### src/rtl/branch_predictor.sv
// Direct-mapped branch target buffer with per-entry saturating direction
// counters. The fetch PC is looked up combinationally; resolved branches
// train the table at the next rising edge. Lookup and mispredict statistics
// are kept in saturating counters.
module branch_predictor #(
    parameter int ADDR_W = 16,
    parameter int IDX_W  = 4,
    parameter int CTR_W  = 2,
    parameter int STAT_W = 16
) (
    input  logic              clk,
    input  logic              rst,
    input  logic [ADDR_W-1:0] lk_pc,
    input  logic              lk_valid,
    output logic              lk_hit,
    output logic              lk_taken,
    output logic [ADDR_W-1:0] lk_target,
    input  logic              upd_en,
    input  logic [ADDR_W-1:0] upd_pc,
    input  logic              upd_taken,
    input  logic [ADDR_W-1:0] upd_target,
    input  logic              upd_mispred,
    input  logic              flush,
    output logic [STAT_W-1:0] stat_lookups,
    output logic [STAT_W-1:0] stat_mispred
);

    localparam int DEPTH = 1 << IDX_W;
    localparam int TAG_W = ADDR_W - IDX_W;

    // Counter encodings: weakly-taken has only the MSB set, weakly-not-taken
    // has every bit except the MSB set.
    localparam logic [CTR_W-1:0] CTR_MAX = '1;
    localparam logic [CTR_W-1:0] CTR_MIN = '0;
    localparam logic [CTR_W-1:0] CTR_WT  = {1'b1, {(CTR_W-1){1'b0}}};
    localparam logic [CTR_W-1:0] CTR_WNT = {1'b0, {(CTR_W-1){1'b1}}};

    logic              valid_q  [DEPTH];
    logic [TAG_W-1:0]  tag_q    [DEPTH];
    logic [ADDR_W-1:0] target_q [DEPTH];
    logic [CTR_W-1:0]  ctr_q    [DEPTH];

    logic [IDX_W-1:0]  lk_idx;
    logic [TAG_W-1:0]  lk_tag;
    logic [IDX_W-1:0]  upd_idx;
    logic [TAG_W-1:0]  upd_tag;
    logic              upd_hit;
    logic              upd_write;

    assign lk_idx  = lk_pc[IDX_W-1:0];
    assign lk_tag  = lk_pc[ADDR_W-1:IDX_W];
    assign upd_idx = upd_pc[IDX_W-1:0];
    assign upd_tag = upd_pc[ADDR_W-1:IDX_W];

    // Lookup sees the table contents as of the last edge, so an update in
    // flight this cycle is not yet visible.
    assign lk_hit    = valid_q[lk_idx] && (tag_q[lk_idx] == lk_tag);
    assign lk_taken  = lk_hit && ctr_q[lk_idx][CTR_W-1];
    assign lk_target = lk_taken ? target_q[lk_idx] : lk_pc + ADDR_W'(1);

    assign upd_hit   = valid_q[upd_idx] && (tag_q[upd_idx] == upd_tag);
    // Only taken updates touch tag/target; reset and flush discard the update.
    assign upd_write = !rst && !flush && upd_en && upd_taken;

    // Valid bits and direction counters: reset, flush and training.
    always_ff @(posedge clk) begin
        // NOTE: sequential state uses non-blocking assignments so every
        // register samples pre-edge values, whatever the statement order.
        if (rst) begin
            for (int i = 0; i < DEPTH; i++) begin
                valid_q[i] <= 1'b0;
                ctr_q[i]   <= CTR_WNT;
            end
        end else if (flush) begin
            for (int i = 0; i < DEPTH; i++) begin
                valid_q[i] <= 1'b0;
            end
        end else if (upd_en) begin
            if (upd_taken) begin
                if (upd_hit) begin
                    if (ctr_q[upd_idx] != CTR_MAX) begin
                        ctr_q[upd_idx] <= ctr_q[upd_idx] + CTR_W'(1);
                    end
                end else begin
                    valid_q[upd_idx] <= 1'b1;
                    ctr_q[upd_idx]   <= CTR_WT;
                end
            end else if (upd_hit && (ctr_q[upd_idx] != CTR_MIN)) begin
                ctr_q[upd_idx] <= ctr_q[upd_idx] - CTR_W'(1);
            end
        end
    end

    // Tag and target storage, written on every accepted taken update.
    always_ff @(posedge clk) begin
        // NOTE: tags and targets are deliberately left out of reset; the
        // cleared valid bit already hides them, and an unreset array maps
        // onto plain RAM.
        if (upd_write) begin
            tag_q[upd_idx]    <= upd_tag;
            target_q[upd_idx] <= upd_target;
        end
    end

    // Saturating statistics; flush leaves them alone, reset clears them.
    always_ff @(posedge clk) begin
        if (rst) begin
            stat_lookups <= '0;
            stat_mispred <= '0;
        end else begin
            if (lk_valid && (stat_lookups != '1)) begin
                stat_lookups <= stat_lookups + STAT_W'(1);
            end
            if (upd_en && upd_mispred && (stat_mispred != '1)) begin
                stat_mispred <= stat_mispred + STAT_W'(1);
            end
        end
    end

endmodule
### config.mk
export PLATFORM = sky130hd
export DESIGN_NAME = branch_predictor
export DESIGN_NICKNAME = d
export VERILOG_FILES = /design/src/rtl/branch_predictor.sv
export SDC_FILE = /design/constraint.sdc
export NUM_CORES = 1
export LEC_CHECK = 0
export BUFFER_PORTS_ARGS = -buffer_cell sky130_fd_sc_hd__buf_4
export CAP_MARGIN = 10
export CORE_MARGIN = 5
export CORE_UTILIZATION = 55
export DETAILED_ROUTE_END_ITERATION = 6
export PLACE_DENSITY = 0.81
export SLEW_MARGIN = 20
export SYNTH_ARGS = -nofsm -noshare
export SYNTH_HDL_FRONTEND = slang
export SYNTH_SLANG_ARGS = --single-unit
### constraint.sdc
create_clock -name clk -period 4.79 [get_ports clk]
set_clock_uncertainty 0.2 [all_clocks]
set_input_delay 0.2395 -clock clk [delete_from_list [all_inputs] [get_ports clk]]
set_output_delay 0.2395 -clock clk [all_outputs]
set_load 0.03 [all_outputs]
======== After elaboration in Yosys (flattened, before gate mapping) ========
Memories as Yosys holds them, arrays and structs flattened.
Index checks and enable logic that the tools add are counted.
word-level totals
  RAM bits ................................ 496
  bits in registers ....................... 32
  input port bits ......................... 55
  logic and storage cells ................. 100
  memories ................................ 4
memories
  memory    depth  bits a word  read ports  clocked after Yosys merged registers in  write ports  RTL line  text
  target_q  16     16           1           0                                        1            40        logic [ADDR_W-1:0] target_q [DEPTH];
  tag_q     16     12           2           0                                        1            39        logic [TAG_W-1:0] tag_q [DEPTH];
  ctr_q     16     2            2           0                                        16           41        logic [CTR_W-1:0] ctr_q [DEPTH];
  valid_q   16     1            2           0                                        16           38        logic valid_q [DEPTH];
operators by class
  eq/ne operators ......................... 5
  reductions and logical operators ........ 15
  bitwise gates (word level) .............. 18
  add/subtract/negate cells ............... 5
  multiplexer cells ....................... 51
operator list
  operator               count
  $add 16x1->16 const B  3
  $mux 1                 45
  $ne 16x16->1 const B   2
  $eq 12x12->1           2
  $or 1x1->1             18
  $mux 16                1
  $logic_and 1x1->1      10
  $mux 4                 2
  $mux 2                 3
  $add 2x1->2 const B    1
  $logic_not 1->1        2
  $ne 2x2->1 const B     1
  $reduce_bool 2->1      1
  $reduce_or 2->1        1
  $sub 2x1->2 const B    1
  $reduce_or 1->1        1

======== Logic depth before layout (Yosys ltp) ========
An unclocked memory read counts as a cell.
  depth in word-level cells ............... 13
  depth in mapped cells ................... 15

======== Worst setup path before layout ========
No wires, ideal clock.
  path type ............................... input -> register
  start point ............................. in upd_pc[0]
  end point ............................... mem ctr_q[12][1], data pin
  path buffers ............................ 7
  data required time ...................... 4.439 ns
  arrival ................................. 3.618 ns
  slack ................................... 0.820 ns
  stages on the path ...................... 13
  library setup time ...................... 0.151 ns
  cell sequence ........................... buf_6 -> buf_2 -> buf_2 -> buf_2 -> clkbuf_1 -> mux4_2 -> mux4_2 -> inv_1 -> ha_1 -> or4b_1 -> buf_2 -> buf_6 -> o22ai_2
RTL lines
  item                RTL line  text
  start: declaration  19        input logic [ADDR_W-1:0] upd_pc,
  end: declaration    41

==> results.md <==
* Status: finished clean
* Part of the cycle the worst path needs at 95.1%
* Maximum Capacitance Violations at 0
* Met1 WL at 22,200 µm
* Library cell used as clock root buffer: clkbuf_16
* Instance count of the mapped netlist at 1,314
* Worst slew margin at 35.0%
* Worst R2R Start: tag_q[7][1]$_DFFE_PP_
* Initial DRT Pass Iterations at 7
* Number of nets in the final layout at 1,524
* CTS H-Tree Depth at 2
* Placed standard-cell area at 25,100 µm²
* Data required time at the worst endpoint at 4.35 ns
* Max Buffers Root-to-Sink at 3
* Placeable Area at 42,200 µm²
* Total gr overflow at 0
* Crit. End Element: primary output
* Worst EP arrival at 4.12 ns
* Starting density of the core at 55.9%
* Routed vias at 13,900
* Die Span Y at 217 µm
* Inserted Clock Buffers at 53
* Average size of a mapped cell at 18.0 µm²
* Floorplan row count at 75
* Fraction of layout cells with a size suffix above 1 at 30.4%
* Post-synthesis cell type count at 55
* Routability congestion estimate at 0.906
* Highest clock frequency the design can meet at 219 MHz
* Area of all placed cells without fillers at 27,200 µm²
* Wire per inst at 29.3 µm
* Number of sinks on the clock net at 528
* Final-layout setup total negative slack at 0 ns
* Clock network latency to the later pin of the worst-skew pair at 0.61 ns
* Number of remaining DRC errors at 0
* Hold-fix buffers, CTS at 33
* Cell at the slowest stage of the critical path: mux4_2
* Leak Pwr at 0.00892 µW
* Vias in the first global route at 14,300
* Delay of the slowest cell on the worst path at 0.49 ns
* Max layer used: met5
* Top library cells by usage in the layout, fill and taps aside: edfxtp_1, mux4_2, buf_4, nor2_1, clkbuf_16
* Synth Cell Area at 23,600 µm²
* TritonCTS clock tree: yes
* Setup repair bufs after CTS at 0
* Die outline area at 47,200 µm²
* Crit path max fanout at 17
* Setup repair after global routing missed its margin: false
* Start point of the worst min-delay path: upd_en
* Final HPWL from detailed placement at 35,100 µm
* Async S/R FF share, synth at 0%
* Iteration-0 DRC Markers at 1,928
* Wire length of the first global-routing pass at 90,200 µm
* Antenna viol nets, final at 0
* Hold violation total from the final report at 0
* Routed wire length on met2 at 29,800 µm
* Post-synth EDFFs at 480
* Area growth from synthesis to layout at 15.3%
* Number of antenna violations at the first check in global routing at 3
* Primary FF master, synth: edfxtp_1
* # fillers at 2,774
* First element of the critical path: tag_q[5][9]$_DFFE_PP_
* Synth Net Count at 1,374
* Detailed Route WL at 60,100 µm
* Buffering stage count on the worst path with inverters included at 2
* Family with the most delay on the worst path: simple AND/OR/NAND/NOR gates
* Sequential cell area fraction in the yosys report at 65.1%
* Time the final worst path needs with I/O delays and setup at 4.56 ns
* PostCTS Resize Cnt at 0
* GRT Overall Usage at 25.5%
* Critical setup path kind: reg -> out
* Number of warnings printed during yosys synthesis at 0
* Count of boundary I/O pins at 105
* Maximum resistive drop on vdd at 0.277 mV
* Wire length on met3 at 6180 µm
* Port Buffer Count at 104
* Worst hold path type: in -> reg
* Clock-pin transition on the worst setup and hold timing paths at 0.06 ns
* Most common cell after layout, fill and taps aside: edfxtp_1
* Power density of the placed cells at 365 nW/µm²
* Slew at the pin closest to its max-slew limit at 0.970 ns
* Width of the die at 217 µm
* Largest net degree at the start of global routing at 50
* CP Cell Sequence: mux4_2 > nor2b_1 > a211oi_1 > a21oi_1 > xor2_1 > nor4_1 > and4_1 > buf_4 > mux2_1 > buf_4
* Per-cell via count in the routed design at 6.80
* #FFs+latches synth at 528
* Cell occurring most often along the worst timing path: buf_4
* Critical path startpoint category: register
* Tot Pwr at 9930 µW
* Number of endpoints failing setup at the final stage at 0
* Final Max Slew Viols at 0
## routing by layer
layer	track usage, %	vias up
li1	-	5698
met1	34.7	7126
met2	41.8	957
met3	5.64	143
met4	8.28	4
met5	0	-
## stage by stage
stage / std cells / hold WS [ns] / setup slack, ns / util, %
detailed placement: 1915 / 0.285 / 0.457 / 59.5
global route: 2046 / 0.0995 / 0.208 / 64.4
global placement: 1915 / 0.278 / 0.509 / 59.5
finish: 2049 / 0.0458 / 0.233 / 64.4
CTS: 2046 / 0.0270 / 0.368 / 64.4
floorplan: 1314 / 0.138 / 0.820 / -
## final timing paths
| path | to | slack (ns) | cells after the start |
|---|---|---|---|
| setup / recovery | lk_target[7] | 0.23 | 10 |
| setup reg to reg | ctr_q[2][1]$_SDFFCE_PN0P_ | 0.99 | 8 |
| hold reg to reg | valid_q[13]$_DFF_P_ | 0.30 | 1 |
| hold / removal | stat_mispred[0]$_SDFFE_PP0P_ | 0.05 | 6 |
## registers in the layout, summed over array words and instances, names as in the netlist
register and cells:
target_q 256, tag_q 192, valid_q 16, ctr_q 32, stat_lookups 16, stat_mispred 16
## tightest hold or removal path, delay by kind of cell
kind	cells	cell delay (ns)
buffers and inverters	2	0.28
XOR/XNOR	1	0.13
AND/OR/NAND/NOR	2	0.12
AO/OA/AOI/OAI	1	0.04
## cell families (layout without fill, tap and decap cells)
kind of cell / count (synthesis) / count (layout) / synth area share [%]
AOI/OAI and AO/OA: 125 / 125 / 4.24
xor gates and xnor gates: 69 / 69 / 2.56
adders and majority gates: 5 / 5 / 0.265
buffers and inverters: 108 / 301 / 2.18
DFF: 528 / 528 / 65.1
muxes: 265 / 265 / 21.1
other: 0 / 3 / 0
and+or+nand+nor: 214 / 214 / 4.51
## area by class of cell
cell class / instances / area, µm² / area share (%)
sequential: 528 / 15400 / 56.5
timing repair buffer: 180 / 1550 / 5.71
inverter: 23 / 87.6 / 0.322
antenna: 3 / 7.51 / 0.0276
clock buffer: 72 / 1460 / 5.37
multi-input combinational: 678 / 7780 / 28.6
tap: 539 / 674 / 2.48
clock inverter: 26 / 267 / 0.980
## Yosys cell counts (3+ instances only)
library cell | number | area, µm²
a221o_1 | 17 | 170
nor2b_1 | 14 | 87.6
nand3_1 | 21 | 105
nor2_1 | 66 | 248
buf_2 | 28 | 140
xor2_1 | 46 | 403
mux2_1 | 15 | 169
o22ai_2 | 10 | 125
a21oi_1 | 11 | 55.1
buf_6 | 6 | 67.6
a221oi_1 | 5 | 43.8
a22o_1 | 18 | 158
mux2i_1 | 44 | 440
dfxtp_1 | 48 | 961
nand2_1 | 50 | 188
and2_1 | 3 | 18.8
nor4_2 | 4 | 50.1
mux2_2 | 24 | 270
a211oi_1 | 6 | 45.0
nor4_1 | 4 | 25.0
a22oi_1 | 5 | 37.5
inv_1 | 23 | 86.3
and4_1 | 8 | 70.1
and3_1 | 7 | 43.8
nand4_1 | 9 | 56.3
clkbuf_1 | 29 | 109
mux4_2 | 182 | 4100
o22ai_1 | 16 | 100
o21ai_0 | 7 | 35.0
o211ai_1 | 16 | 120
buf_4 | 8 | 60.1
xnor2_1 | 23 | 201
or3_1 | 6 | 37.5
buf_1 | 14 | 52.6
nor3_1 | 9 | 45.0
edfxtp_1 | 480 | 14400
o21a_1 | 3 | 22.5
nand2b_1 | 6 | 37.5
ha_1 | 5 | 62.6
a31oi_1 | 3 | 18.8
## report_power, final
part           switching (µW)  internal (µW)
Clock                    1740           2410
Sequential               18.1           5050
Combinational             398            316
Total                    2160           7770
Power figures use the tool's default switching activity.
